### src/rtl/bit_deserializer_pkg.sv
// Shared definitions for the bit deserializer: default sizes, FSM encoding
// and a constant-foldable ceil(log2) helper for port and pointer widths.
package bit_deserializer_pkg;

   localparam int DESER_WIDTH_DEF = 8;
   localparam int DESER_DEPTH_DEF = 2;

   typedef enum logic {
      IDLE    = 1'b0,
      COLLECT = 1'b1
   } deser_state_t;

   function automatic int clog2_f(input int value);
      int r;
      r = 0;
      while ((1 << r) < value) r = r + 1;
      return r;
   endfunction

endpackage

### src/rtl/bit_deserializer_fifo.sv
// Completed-word buffer: DEPTH-entry synchronous FIFO whose pointers carry one
// extra wrap bit so full and empty are distinguishable without a counter.
module deser_fifo
   import bit_deserializer_pkg::*;
#(
   parameter int WIDTH = DESER_WIDTH_DEF,
   parameter int DEPTH = DESER_DEPTH_DEF
) (
   input  logic             clk,
   input  logic             rstb,
   input  logic             push,
   input  logic [WIDTH-1:0] din,
   input  logic             pop,
   output logic [WIDTH-1:0] dout,
   output logic             full,
   output logic             empty
);

   localparam int AW = clog2_f(DEPTH);
   localparam logic [AW:0] PTR_ONE = (AW + 1)'(1);

   logic [AW:0]      wr_ptr;
   logic [AW:0]      rd_ptr;
   logic [WIDTH-1:0] mem [DEPTH];
   logic             do_push;
   logic             do_pop;

   assign empty   = (wr_ptr == rd_ptr);
   assign full    = (wr_ptr[AW] != rd_ptr[AW]) && (wr_ptr[AW-1:0] == rd_ptr[AW-1:0]);
   assign do_pop  = pop && !empty;
   // A pop in the same cycle frees the head slot, so a push into a full buffer still lands.
   assign do_push = push && (!full || do_pop);
   assign dout    = mem[rd_ptr[AW-1:0]];

   always_ff @(posedge clk or negedge rstb) begin
      if (!rstb) begin
         wr_ptr <= '0;
         rd_ptr <= '0;
      end else begin
         if (do_push) wr_ptr <= wr_ptr + PTR_ONE;
         if (do_pop)  rd_ptr <= rd_ptr + PTR_ONE;
      end
   end

   always_ff @(posedge clk) begin
      if (do_push) mem[wr_ptr[AW-1:0]] <= din;
   end

endmodule

### src/rtl/bit_deserializer.sv
// Serial-to-parallel stage: assembles qualified bits into WIDTH-bit words,
// buffers completed words and hands them out over a valid/ready bus.
module bit_deserializer
   import bit_deserializer_pkg::*;
#(
   parameter int WIDTH     = DESER_WIDTH_DEF,
   parameter bit MSB_FIRST = 1'b1,
   parameter int DEPTH     = DESER_DEPTH_DEF
) (
   input  logic                            clk,
   input  logic                            rstb,
   input  logic                            d,
   input  logic                            d_valid,
   input  logic                            sof,
   output logic [WIDTH-1:0]                bus,
   output logic                            bus_valid,
   input  logic                            bus_ready,
   output logic [clog2_f(WIDTH+1)-1:0]     bit_count,
   output logic                            overflow
);

   localparam int CW = clog2_f(WIDTH + 1);
   localparam logic [CW-1:0] LAST_BIT = CW'(WIDTH - 1);
   localparam logic [CW-1:0] CNT_ONE  = CW'(1);

   deser_state_t     state;
   logic [WIDTH-1:0] shreg;
   logic [WIDTH-1:0] shifted;
   logic [WIDTH-1:0] fresh;
   logic [CW-1:0]    cnt;
   logic             word_done;
   logic             pop;
   logic             fifo_full;
   logic             fifo_empty;
   logic [WIDTH-1:0] fifo_dout;
   logic [WIDTH-1:0] last_word;

   // shifted: current bit appended to the partial word; fresh: current bit starting a new word
   always_comb begin
      if (MSB_FIRST) begin
         shifted = {shreg[WIDTH-2:0], d};
         fresh   = {{(WIDTH-1){1'b0}}, d};
      end else begin
         shifted = {d, shreg[WIDTH-1:1]};
         fresh   = {d, {(WIDTH-1){1'b0}}};
      end
   end

   assign word_done = d_valid && !sof && (state == COLLECT) && (cnt == LAST_BIT);
   assign bus_valid = !fifo_empty;
   assign pop       = bus_valid && bus_ready;
   assign bus       = bus_valid ? fifo_dout : last_word;
   assign bit_count = cnt;

   deser_fifo #(
      .WIDTH (WIDTH),
      .DEPTH (DEPTH)
   ) u_fifo (
      .clk   (clk),
      .rstb  (rstb),
      .push  (word_done),
      .din   (shifted),
      .pop   (pop),
      .dout  (fifo_dout),
      .full  (fifo_full),
      .empty (fifo_empty)
   );

   always_ff @(posedge clk or negedge rstb) begin
      if (!rstb) begin
         state     <= IDLE;
         shreg     <= '0;
         cnt       <= '0;
         overflow  <= 1'b0;
         last_word <= '0;
      end else begin
         if (pop) last_word <= fifo_dout;
         if (word_done && fifo_full && !pop) overflow <= 1'b1;
         if (d_valid) begin
            // sof drops any partial word; the current bit opens the new one
            if (sof) begin
               shreg <= fresh;
               cnt   <= CNT_ONE;
               state <= COLLECT;
            end else if (word_done) begin
               shreg <= '0;
               cnt   <= '0;
               state <= IDLE;
            end else begin
               shreg <= shifted;
               cnt   <= cnt + CNT_ONE;
               state <= COLLECT;
            end
         end
      end
   end

endmodule

### config.mk
export PLATFORM = sky130hd
export DESIGN_NAME = bit_deserializer
export DESIGN_NICKNAME = d
export VERILOG_FILES = /design/src/rtl/bit_deserializer_pkg.sv /design/src/rtl/bit_deserializer_fifo.sv /design/src/rtl/bit_deserializer.sv
export SDC_FILE = /design/constraint.sdc
export NUM_CORES = 1
export LEC_CHECK = 0
export BUFFER_PORTS_ARGS = -buffer_cell sky130_fd_sc_hd__buf_2
export CELL_PAD_IN_SITES_DETAIL_PLACEMENT = 0
export CELL_PAD_IN_SITES_GLOBAL_PLACEMENT = 1
export CORE_UTILIZATION = 43
export CTS_CLUSTER_SIZE = 40
export DETAILED_ROUTE_END_ITERATION = 12
export PLACE_DENSITY_LB_ADDON = 0.1
export SLEW_MARGIN = 20
export SYNTH_ARGS = -nofsm -noshare
export SYNTH_HDL_FRONTEND = slang
export SYNTH_SLANG_ARGS = --single-unit
### constraint.sdc
create_clock -name clk -period 4.5 [get_ports clk]
set_clock_uncertainty 0.15 [all_clocks]
set_input_delay 0.45 -clock clk [delete_from_list [all_inputs] [get_ports clk]]
set_output_delay 0.45 -clock clk [all_outputs]
set_load 0.01 [all_outputs]
# Word-level counts from Yosys, hierarchy flattened
# Memories as Yosys holds them, arrays and structs flattened.
# Index checks and enable logic that the tools add are counted.
# totals
ram_bits	16
regBits	25
elab_cells	38
output_inout_bits	14
mem_count	1
latch_bits	0
inputBits	6
romBits	0
# op_classes
shift	0
n_mul	0
n_lt_le_gt_ge	0
muxes	9
reduce_logical	14
add_sub_neg	3
n_eq_ne	4
div_mod_pow	0
bitwise	0
# memory_table
memory	depth	word_bits	rd	rd_clocked_by_memory_dff	wr	line_no	text
u_fifo.mem	2	8	1	0	1	bit_deserializer_fifo.sv:24	logic [WIDTH-1:0] mem [DEPTH];
# ops
operator	n
two-way mux 7 bit	2
logical AND 1 bit	9
two-way mux 4 bit	2
two-way mux 8 bit	1
adder 2 x 1 -> 2 bit, second input constant	2
adder 4 x 1 -> 4 bit, second input constant	1
== test 4 x 3 -> 1 bit, second input constant	1
zero test 1 bit	4
two-way mux 1 bit	4
== test 2 bit	1
== test 1 bit	1
logical OR 1 bit	1
inequality test 1 bit	1

# Depth between registers and ports, before layout
# logic_depth
depth_word	8
mapped_depth	4
ltp_nobuf	4

# Hierarchy
# Synthesis repeated with hierarchy kept, for this count alone.
# hier_totals
hier_cells	126
area_unflattened_um2	1783.0
# by_module_without_submodules
mod	seq_area_each_um2	n_inst	area_each_um2	cells_each
bit_deserializer	525.5	1	963.4	73
deser_fifo	580.6	1	819.5	53

# Least setup slack after synthesis
# Ideal clock, no wire load.
# synth_path
kind	register to register
from	register cnt[0], in the netlist bit_count[0]
to	memory u_fifo.mem[1][0] (netlist bit) (enable)
arrival_time_ps	1437
period_less_slack_ps	1957
stages_incl_launch_ff	5
n_path_buf	0
setup_time_ps	371
setup_slack_ps	2543
required_time_ps	3979
cell_sequence	dfrtp_1 > ha_1 > and4b_1 > o311ai_2 > nor2_1
# synth_between
elab_chain_cells	5
# synth_lines
item	line_no	text
start: declaration	bit_deserializer.sv:30	logic [CW-1:0] cnt;
start signal: assignment	bit_deserializer.sv:91	cnt <= cnt + CNT_ONE;
== test 4 x 3 -> 1 bit	bit_deserializer.sv:49	assign word_done = d_valid && !sof && (state == COLLECT) && (cnt == LAST_BIT);
logical AND 1 bit	bit_deserializer.sv:49	
logical AND 1 bit	bit_deserializer_fifo.sv:32	assign do_push = push && (!full || do_pop);
two-way mux 1 bit	bit_deserializer_fifo.sv:46	if (do_push) mem[wr_ptr[AW-1:0]] <= din;
two-way mux 1 bit (implied by the code)	bit_deserializer_fifo.sv:46	
end: declaration	bit_deserializer_fifo.sv:24	
# No other way between the ends.

# Worst setup path after layout
# layout_path
from	register u_fifo.rd_ptr[0]
to	output port bus[3]
# layout_between
elab_chain_cells	2
elab_cells_between_ends	3
classes_between	eq/ne (1); mux (1); memory (1)
# layout_lines
item	line_no	text
start: declaration	bit_deserializer_fifo.sv:23	logic [AW:0] rd_ptr;
start signal: assignment	bit_deserializer_fifo.sv:41	if (do_pop) rd_ptr <= rd_ptr + PTR_ONE;
memory (2 x 8 bit) or == test 2 bit (tied branches)	n/a	
two-way mux 8 bit *	bit_deserializer.sv:52	assign bus = bus_valid ? fifo_dout : last_word;
end: declaration	bit_deserializer.sv:15	output logic [WIDTH-1:0] bus,
# Mark *: on every way between the ends. The rest lies on a longest branch, timed or not.

==> impl_metrics.yaml <==
global_routing:
  grtUsageMet1_pct: 20.63
  gr-total-overflow: 0
  grt_max_degree: 26
  grt_pass1_wl_um: 4774
  grt_antenna_before_repair: 0
  grt_pass1_vias: 985
  met2_usage_pct: 22.58
  met3_usage_pct: 4.483
  grt_util_all_layers_pct: 15.11
  grt.busiest_layer: "met2"
sta:
  fmax_mhz: 406.3
  period_share_pct: 54.70
  rsz0062_at_grt: "no"
  final_hold_viol_count: 8
  setup_viol: 0
  worst_pin_slew_ns: 0.6113
  final_max_slew_viol_count: 0
  tns_ns: 0
  fin_crit_ns: 2.461
  hold_slack_ns: -0.0009722
  slew_headroom_pct: 59.10
floorplan:
  initial_core_util_pct: 46.34
  chipHeight_um: 65.99
  die-width_um: 65.99
  fp-row-count: 22
  io-pin-count: 20
  die_area_um2: 4354
  core_um2: 3799
placed_design:
  gp_congestion: 0.7244
  io_buffers: 19
  post_dp_cell_area_um2: 1903
  hpwlAfterDp_um: 1998
routing:
  vias: 992
  drc: 0
  drtAntennaViolNets: 0
  drtPass1Iterations: 4
  wl_per_cell_um: 15.20
  postRouteWirelength_um: 2858
  via_per_inst: 5.277
  drt-initial-drc-count: 20
cts:
  cts_buffers: 5
  cts.clk_slew.worst_paths_ns: 0.09
  clk_latency_ns: 0.30
  cts_setup_buffers: 0
  cts_tree: "built"
  cts_max_level: 2
  clockBufferDepth: 2
  holdBufCountCts: 0
  cts_root_buffer: "clkbuf_8"
  cts_resized: 0
  clkSinkCount: 41
run_status:
  status: "finished with violations"
  violations: "negative hold slack"
synthesis:
  yosys_warnings: 0
  netlist_area_um2: 1760
  postSynthAreaPerCell_um2: 15.31
  synth_seq_area_share_pct: 62.83
  netlist_instances: 115
  syn-num-nets: 122
  yosys.cell_types.count: 31
  ys_seq_elements: 41
setup_path:
  worst-r2r-setup-slack_ns: 2.38
  r2r_start: "bit_count[0]$_DFFE_PN0P_"
  critical_path_class: "reg -> out"
  cp.required_ns: 3.90
  crit_fanout: 12
  crit_path_end_kind: "primary output"
  rr_endpoint: "u_fifo.mem[0][7]$_DFFE_PP_"
  setup.worst_path.start_class: "register"
  reg2reg_depth: 4
  cp.arrival_ns: 1.86
finish:
  utilization_pct: 52.47
  fill_cells: 331
  layout_common_cells: "mux2_2 (25), dfrtp_1 (25), buf_2 (19)"
  area_growth_pct: 13.22
  final_cell_area_um2: 1993
  nNetsFinal: 146
  drive_above_1_share_pct: 40.71
  antennaDiodeCount: 0
pwr:
  ir_drop_uv: 305.7
  p_per_area_nw_per_um2: 608.4
  p_leak_nw: 0.8443
run:
  drv_cap: 0
worst_hold_path:
  hold_class: "in -> async"
==> synth_stat cells (all sizes together) <==
library cell  instances  area, µm²
buf                   2      12.51
nor2                  6      22.52
and3                  1      6.260
nor3                  1      5.000
xor2                  2      17.52
a21o                  1      7.510
o311ai                1      16.27
and4b                 1      10.01
nand2                 2      10.01
o2bb2ai               2      17.52
a21oi                 1      16.27
nor4                  1      6.260
mux2                 25      281.5
nand3                 2      10.01
xnor2                 4      50.05
and2                  1      6.260
dfrtp                25      625.6
inv                   3      11.26
nand2b                2      12.51
a22o                  7      61.31
ha                    1      12.51
a211oi                2      15.01
edfxtp               16      480.5
nor2b                 1      6.260
a211o                 1      8.760
and2b                 1      7.510
clkinv                1      3.750
mux2i                 2      20.02
==> worst max-delay path: stages (launching register included) <==
cell and delay (ns):
dfrtp_1 0.67, xnor2_2 0.18, nand2_2 0.22, mux2_2 0.37, buf_2 0.14
==> stage by stage <==
stage                     power, mW  hold WS [ns]  cells  worst slack [ns]
after floorplan              0.8694      0.004409    115             2.543
after global placement       0.9782        0.2863    180             2.371
after detailed placement     0.9865        0.2994    180             2.343
after CTS                     1.226       0.01802    188             2.011
after global routing          1.294       0.03180    188             1.907
final                         1.213    -0.0009722    188             2.039
==> worst max path at each step <==
stage	startpoint	endpoint	depth (start not counted)
floorplan	bit_count[0]$_DFFE_PN0P_	u_fifo.mem[1][0]$_DFFE_PP_	4
global placement	u_fifo.rd_ptr[0]$_DFFE_PN0P_	bus[2]	4
detailed placement	u_fifo.rd_ptr[0]$_DFFE_PN0P_	bus[3]	4
CTS	u_fifo.rd_ptr[0]$_DFFE_PN0P_	bus[3]	4
global route	u_fifo.rd_ptr[0]$_DFFE_PN0P_	bus[3]	4
finish	u_fifo.rd_ptr[0]$_DFFE_PN0P_	bus[3]	4
==> power by group <==
part	leakage [nW]	internal [mW]	switching, mW	total [mW]
clock network	0.0445	0.110	0.130	0.240
logic	0.341	0.241	0.201	0.442
registers	0.458	0.457	0.0732	0.530
==> per-layer routing <==
metal | up-vias | wire length [µm]
li1 | 471 | -
met2 | 30 | 1222
met3 | 7 | 159
met4 | 0 | 42
met5 | - | 0
met1 | 484 | 1434
==> kinds of logic after synthesis <==
family	share of synthesized area, %
flops	62.83
buf+inv	1.563
xor+xnor	3.838
fa+ha+maj	0.7106
mux	17.13
compound gates	8.103
simple gates	5.829
==> flip-flops by register name (all words and copies together) (netlist names) <==
name and flops:
bit_count 4, last_word 8, overflow 1, shreg 7
state 1, u_fifo.mem 16, u_fifo.rd_ptr 2, u_fifo.wr_ptr 2
==> cell type report <==
class                      instances  area, µm²  share of cell area, %
clock inverter                     3      21.27                  1.067
tap                               48      60.06                  3.013
timing repair buffer              19      95.09                  4.771
multi-input combinational         68      626.9                  31.45
sequential                        41       1106                  55.49
clock buffer                       5      68.82                  3.453
inverter                           4      15.01                 0.7533
No activity file was read; power rests on OpenSTA's default activity.
